--- src/rtl/rr_lock_arb_if.sv ---
// Request/grant bundle between requesters and the round-robin lock arbiter.
// The master side drives requests and releases; the slave side is the arbiter.
interface rr_lock_arb_if #(
    parameter int REQCNT = 16,
    parameter int WAIT_W = 16
);
    localparam int NUM_W = $clog2(REQCNT);

    logic [REQCNT-1:0] req_i;
    logic              done_i;
    logic              clr_stat_i;
    logic [REQCNT-1:0] gnt_o;
    logic [NUM_W-1:0]  gnt_num_o;
    logic              gnt_val_o;
    logic              gnt_new_o;
    logic [WAIT_W-1:0] max_wait_o;

    modport master (
        output req_i, done_i, clr_stat_i,
        input  gnt_o, gnt_num_o, gnt_val_o, gnt_new_o, max_wait_o
    );

    modport slave (
        input  req_i, done_i, clr_stat_i,
        output gnt_o, gnt_num_o, gnt_val_o, gnt_new_o, max_wait_o
    );
endinterface

--- src/rtl/rr_lock_arb.sv ---
// Round-robin arbiter that locks the grant until done, request drop or hold
// limit, plus a sticky worst-case wait statistic for fairness monitoring.
module rr_lock_arb #(
    parameter int REQCNT   = 16,
    parameter int MAX_HOLD = 8,
    parameter int WAIT_W   = 16
) (
    input  logic         clk_i,
    input  logic         rst_i,
    rr_lock_arb_if.slave bus
);
    localparam int NUM_W  = $clog2(REQCNT);
    localparam int HOLD_W = (MAX_HOLD > 1) ? $clog2(MAX_HOLD) : 1;

    typedef enum logic {IDLE, GRANT} state_t;

    state_t            state;
    logic [NUM_W-1:0]  ptr;
    logic [HOLD_W-1:0] hold_cnt;

    logic [NUM_W-1:0]  next_ptr;
    logic [NUM_W-1:0]  search_base;
    logic              release_now;
    logic              win_found;
    logic [NUM_W-1:0]  win_idx;
    logic [NUM_W:0]    cand;

    // On release the search restarts just past the outgoing grantee, in the same cycle.
    always_comb begin
        next_ptr    = (bus.gnt_num_o == NUM_W'(REQCNT - 1)) ? '0 : bus.gnt_num_o + NUM_W'(1);
        release_now = bus.done_i || !bus.req_i[bus.gnt_num_o] ||
                      (hold_cnt == HOLD_W'(MAX_HOLD - 1));
        search_base = (state == GRANT) ? next_ptr : ptr;
        win_found   = 1'b0;
        win_idx     = '0;
        cand        = '0;
        for (int unsigned k = 0; k < REQCNT; k++) begin
            cand = {1'b0, search_base} + (NUM_W + 1)'(k);
            if (cand >= (NUM_W + 1)'(REQCNT))
                cand = cand - (NUM_W + 1)'(REQCNT);
            if (!win_found && bus.req_i[cand[NUM_W-1:0]]) begin
                win_found = 1'b1;
                win_idx   = cand[NUM_W-1:0];
            end
        end
    end

    always_ff @(posedge clk_i) begin
        if (rst_i) begin
            state         <= IDLE;
            ptr           <= '0;
            hold_cnt      <= '0;
            bus.gnt_o     <= '0;
            bus.gnt_num_o <= '0;
            bus.gnt_val_o <= 1'b0;
            bus.gnt_new_o <= 1'b0;
        end else begin
            case (state)
                IDLE: begin
                    if (win_found) begin
                        state         <= GRANT;
                        bus.gnt_o     <= REQCNT'(1) << win_idx;
                        bus.gnt_num_o <= win_idx;
                        bus.gnt_val_o <= 1'b1;
                        bus.gnt_new_o <= 1'b1;
                        hold_cnt      <= '0;
                    end else begin
                        bus.gnt_new_o <= 1'b0;
                    end
                end
                GRANT: begin
                    if (release_now) begin
                        ptr <= next_ptr;
                        if (win_found) begin
                            bus.gnt_o     <= REQCNT'(1) << win_idx;
                            bus.gnt_num_o <= win_idx;
                            bus.gnt_new_o <= 1'b1;
                            hold_cnt      <= '0;
                        end else begin
                            state         <= IDLE;
                            bus.gnt_o     <= '0;
                            bus.gnt_val_o <= 1'b0;
                            bus.gnt_new_o <= 1'b0;
                        end
                    end else begin
                        hold_cnt      <= hold_cnt + HOLD_W'(1);
                        bus.gnt_new_o <= 1'b0;
                    end
                end
                default: state <= IDLE;
            endcase
        end
    end

    logic [WAIT_W-1:0] wait_cnt [REQCNT];
    logic [WAIT_W-1:0] run_max  [REQCNT+1];

    assign run_max[0] = '0;

    for (genvar g = 0; g < REQCNT; g++) begin : g_wait
        always_ff @(posedge clk_i) begin
            if (rst_i || bus.clr_stat_i)
                wait_cnt[g] <= '0;
            else if (bus.req_i[g] && !bus.gnt_o[g])
                wait_cnt[g] <= (wait_cnt[g] == '1) ? wait_cnt[g] : wait_cnt[g] + WAIT_W'(1);
            else
                wait_cnt[g] <= '0;
        end

        assign run_max[g+1] = (wait_cnt[g] > run_max[g]) ? wait_cnt[g] : run_max[g];
    end

    // Statistic trails the counters by one cycle since it folds in their registered values.
    always_ff @(posedge clk_i) begin
        if (rst_i || bus.clr_stat_i)
            bus.max_wait_o <= '0;
        else if (run_max[REQCNT] > bus.max_wait_o)
            bus.max_wait_o <= run_max[REQCNT];
    end
endmodule

--- src/flat_wrapper.sv ---
// flat-port wrapper written by rule: the top's interface ports become plain ports
module rr_lock_arb_flat 
#(
    parameter int REQCNT   = 16,
    parameter int MAX_HOLD = 8,
    parameter int WAIT_W   = 16
)
  (clk_i, rst_i, bus_req_i, bus_done_i, bus_clr_stat_i, bus_gnt_o, bus_gnt_num_o, bus_gnt_val_o, bus_gnt_new_o, bus_max_wait_o);
  rr_lock_arb_if #(.REQCNT(REQCNT), .WAIT_W(WAIT_W)) bus_i ();
  input  logic clk_i;
  input  logic rst_i;
  input wire logic [$bits(bus_i.req_i)-1:0] bus_req_i;
  input wire logic [$bits(bus_i.done_i)-1:0] bus_done_i;
  input wire logic [$bits(bus_i.clr_stat_i)-1:0] bus_clr_stat_i;
  output wire logic [$bits(bus_i.gnt_o)-1:0] bus_gnt_o;
  output wire logic [$bits(bus_i.gnt_num_o)-1:0] bus_gnt_num_o;
  output wire logic [$bits(bus_i.gnt_val_o)-1:0] bus_gnt_val_o;
  output wire logic [$bits(bus_i.gnt_new_o)-1:0] bus_gnt_new_o;
  output wire logic [$bits(bus_i.max_wait_o)-1:0] bus_max_wait_o;
  assign bus_i.req_i = bus_req_i;
  assign bus_i.done_i = bus_done_i;
  assign bus_i.clr_stat_i = bus_clr_stat_i;
  assign bus_gnt_o = bus_i.gnt_o;
  assign bus_gnt_num_o = bus_i.gnt_num_o;
  assign bus_gnt_val_o = bus_i.gnt_val_o;
  assign bus_gnt_new_o = bus_i.gnt_new_o;
  assign bus_max_wait_o = bus_i.max_wait_o;
  rr_lock_arb #(.REQCNT(REQCNT), .MAX_HOLD(MAX_HOLD), .WAIT_W(WAIT_W)) u_core (.clk_i(clk_i), .rst_i(rst_i), .bus(bus_i));
endmodule
--- config.mk ---
export PLATFORM = sky130hd
export DESIGN_NAME = rr_lock_arb_flat
export DESIGN_NICKNAME = d
export VERILOG_FILES = /design/src/rtl/rr_lock_arb_if.sv /design/src/rtl/rr_lock_arb.sv /design/src/flat_wrapper.sv
export SDC_FILE = /design/constraint.sdc
export NUM_CORES = 1
export LEC_CHECK = 0
export ABC_AREA = 1
export CORE_MARGIN = 2
export CORE_UTILIZATION = 64
export DETAILED_ROUTE_END_ITERATION = 7
export GPL_ROUTABILITY_DRIVEN = 0
export PLACE_DENSITY = 0.82
export SLEW_MARGIN = 5
export SYNTH_ARGS = -nofsm -noshare
export SYNTH_HDL_FRONTEND = slang
export SYNTH_SLANG_ARGS = --single-unit
--- constraint.sdc ---
create_clock -name clk_i -period 37.7 [get_ports clk_i]
set_input_delay 5.655 -clock clk_i [delete_from_list [all_inputs] [get_ports clk_i]]
set_output_delay 5.655 -clock clk_i [all_outputs]
set_load 0.005 [all_outputs]
==> reports/qor.csv <==
metric,value,unit
finished layout cell area,0.0276,mm^2
"Data arrival, critical path",32340,ps
1st-iter DRT viols,2335,
DRC,0,
hold_buf cts,0,
status,finished clean,
clk root buf,clkbuf_16,
WHS Path Cells,2,
Post-CTS Setup Repair Bufs,0,
Tightest Pin Transition,1060,ps
core area,0.0395,mm^2
flop2flop setup slack,5810,ps
Worst path slowest cell,nand2_1,
Tcrit/Tclk final,84.6,%
# IOs,58,
Synth cell types,56,
CTS Sinks,302,
area of placed instances,0.0265,mm^2
first-pass GRT wire length,111,mm
Die X-Extent,203,um
cell repeated most along the worst path,nand2_1,
PortBufs,57,
Layout area overhead,8.18,%
flop and latch count out of synthesis,302,
Detail Route Antenna Nets,0,
CTS tree,built,
final net count,3848,
Die Height,203,um
initial antenna violation count,0,
dpl ws,6830,ps
Worst Hold Class,reg2reg,
clock slew at reported path FFs,60,ps
number of flops mapped to enable cells by yosys,256,
Critical R2R Launch,u_core.wait_cnt[0][0]$_SDFFCE_PP0P_,
Routed WL per cell,16.4,um
total wire length,67.8,mm
RSZ-0062 raised after global routing,false,
hpwl dp,52.3,mm
"Top FF cell, synth",edfxtp_1,
CP Max Fanout,32,
final worst slack,5810,ps
worst setup path category,reg2reg,
Avg Vias per Cell,6.05,
detailed-route via count,24935,
startpoint types,register,
reg2reg end,u_core.bus.max_wait_o[15]$_SDFFE_PN0N_,
CP peak stage delay,670,ps
Critical Path Sink Type,register,
vias in the first global route,23643,
post-cts gate resize count,0,
"FFs w/ async S/R, synth",0,%
clk buf depth,3,
Num CTS Buffers,35,
sequential area share after synthesis,33.8,%
Skew-Pair Late Insertion Delay,560,ps
htree depth,2,
ratio of cells with drive above 1 in the final layout,4.45,%
Hold Path End,u_core.ptr[1]$_SDFFE_PP0P_,
Slew Limit Fails,0,
syn nets,3807,
All-Layer GR Usage,32.3,%
CP Data Required Time,38140,ps
Hold Startpoint,u_core.ptr[1]$_SDFFE_PP0P_,
Avg Inst Size Synth,7.22,um^2
Setup Viol. Count Final,0,
minimum clock period,31890,ps
Max Freq,31.4,MHz
warnings from Yosys,0,
total die area,0.0414,mm^2
n_diodes,0,
DR pass1 iterations,6,
grt total ovfl,0,
initial core utilization,64.4,%
worst-case reg-to-reg path depth,145,
mapped cell area,0.0255,mm^2
Clock Skew,24.3,ps
max_cap viols,0,
largest net degree at the start of global routing,41,
Slew Limit Headroom,29.1,%
Final Hold Vio Count,0,
FP Rows,73,
Post-Synthesis Cells,3530,
Setup TNS,0,ps
==> area by class of cell <==
type                            instances  area (um^2)
Sequential cell                       302         8610
Multi-Input combinational cell       2652        14600
Clock inverter                         16          123
Timing Repair Buffer                   76          713
Clock buffer                           45          956
Tap cell                              525          657
Fill cell                            3208        12000
Inverter                              504         1890
==> logic make-up after synthesis <==
logic type               after synthesis  share of synthesized area [%]
adder cells (fa/ha/maj)              257                           12.6
buffers and inverters                576                           8.87
XOR/XNOR                              19                          0.653
AND/OR/NAND/NOR                     1619                           28.0
flip-flops                           302                           33.8
AO/OA/AOI/OAI                        757                           16.1
==> registers in the layout (all words and copies together), names as in the netlist <==
signal                 cells
u_core.ptr                 4
u_core.state               1
u_core.hold_cnt            3
u_core.bus.max_wait_o     16
u_core.bus.gnt_new_o       1
u_core.bus.gnt_val_o       1
u_core.wait_cnt          256
u_core.bus.gnt_num_o       4
u_core.bus.gnt_o          16
==> routing by layer <==
layer | GRT usage [%] | routed length [um]
met1 | 41.1 | 27800
met2 | 54.8 | 31400
met3 | 4.25 | 5570
met4 | 14.9 | 2950
met5 | 0 | 0
==> layout by cell type, fill, tap and decap left out, types with 37 or more instances in the layout <==
master,instances
nand2_2,38
edfxtp_1,256
nor2_1,326
ha_1,257
a21oi_1,278
clkbuf_16,37
dfxtp_1,46
nand4_1,42
o21ai_0,358
nor3_1,151
clkdlybuf4s50_1,57
inv_1,474
nand2_1,769
nand3_1,178
==> critical path: cells and delay by family, from the launching register on <==
kind,cells,cell delay (ps)
buffers and inverters,6,1110
AND/OR/NAND/NOR,89,17380
AO/OA/AOI/OAI,33,7230
flip-flops,1,400
adder cells (fa/ha/maj),17,5510
==> stage by stage <==
stage	hold slack (ps)	util [%]	std cells
finish	480	69.7	4120
global route	504	69.7	4120
CTS	478	69.7	4120
detailed placement	466	66.9	4059
global placement	450	66.9	4059
floorplan	438	-	3530
==> how the worst max path moves through the flow <==
stage                                              to  cells past startpoint  slack (ps)                                start
5_1_grt        u_core.bus.max_wait_o[15]$_SDFFE_PN0N_                    145        2360  u_core.wait_cnt[0][0]$_SDFFCE_PP0P_
4_1_cts        u_core.bus.max_wait_o[15]$_SDFFE_PN0N_                    145        6710  u_core.wait_cnt[0][0]$_SDFFCE_PP0P_
2_1_floorplan  u_core.bus.max_wait_o[10]$_SDFFE_PN0N_                    183        9600  u_core.wait_cnt[0][0]$_SDFFCE_PP0P_
6_report       u_core.bus.max_wait_o[15]$_SDFFE_PN0N_                    145        5810  u_core.wait_cnt[0][0]$_SDFFCE_PP0P_
3_5_place_dp   u_core.bus.max_wait_o[15]$_SDFFE_PN0N_                    145        6830  u_core.wait_cnt[0][0]$_SDFFCE_PP0P_
3_3_place_gp    u_core.bus.max_wait_o[9]$_SDFFE_PN0N_                    148        8210  u_core.wait_cnt[0][0]$_SDFFCE_PP0P_
==> cell usage after synthesis (3+ instances only) <==
master	n	area share, %
o21a_1	23	0.68
nor3_1	151	3.0
nor2_1	326	4.8
ha_1	257	13
or4_1	3	0.088
nand3_1	178	3.5
o21ai_1	3	0.059
buf_2	5	0.098
clkinv_1	12	0.18
nand2_4	3	0.13
xnor2_1	8	0.28
o21bai_1	17	0.50
a221oi_1	5	0.17
nor4_1	24	0.59
edfxtp_1	256	30
nand3b_1	7	0.21
a211oi_1	23	0.68
inv_2	18	0.27
dfxtp_1	46	3.6
buf_6	3	0.13
buf_4	11	0.32
o22ai_1	8	0.20
o211ai_1	4	0.12
o21ai_0	359	7.1
a31oi_1	14	0.34
a21oi_1	278	5.5
clkbuf_1	48	0.71
nand4_1	42	1.0
nand2_1	769	11
nand2_2	38	0.93
and3_1	14	0.34
inv_1	474	7.0
nor2_2	4	0.098
and3_2	3	0.088
o221a_2	6	0.27
xor2_1	11	0.38
nor3b_1	34	1.0
o221ai_1	6	0.21
nand3_2	16	0.63
Power is left out: the tool's default activity adds up to more than one toggle a clock period on the data nets, which glitch-free logic cannot reach.
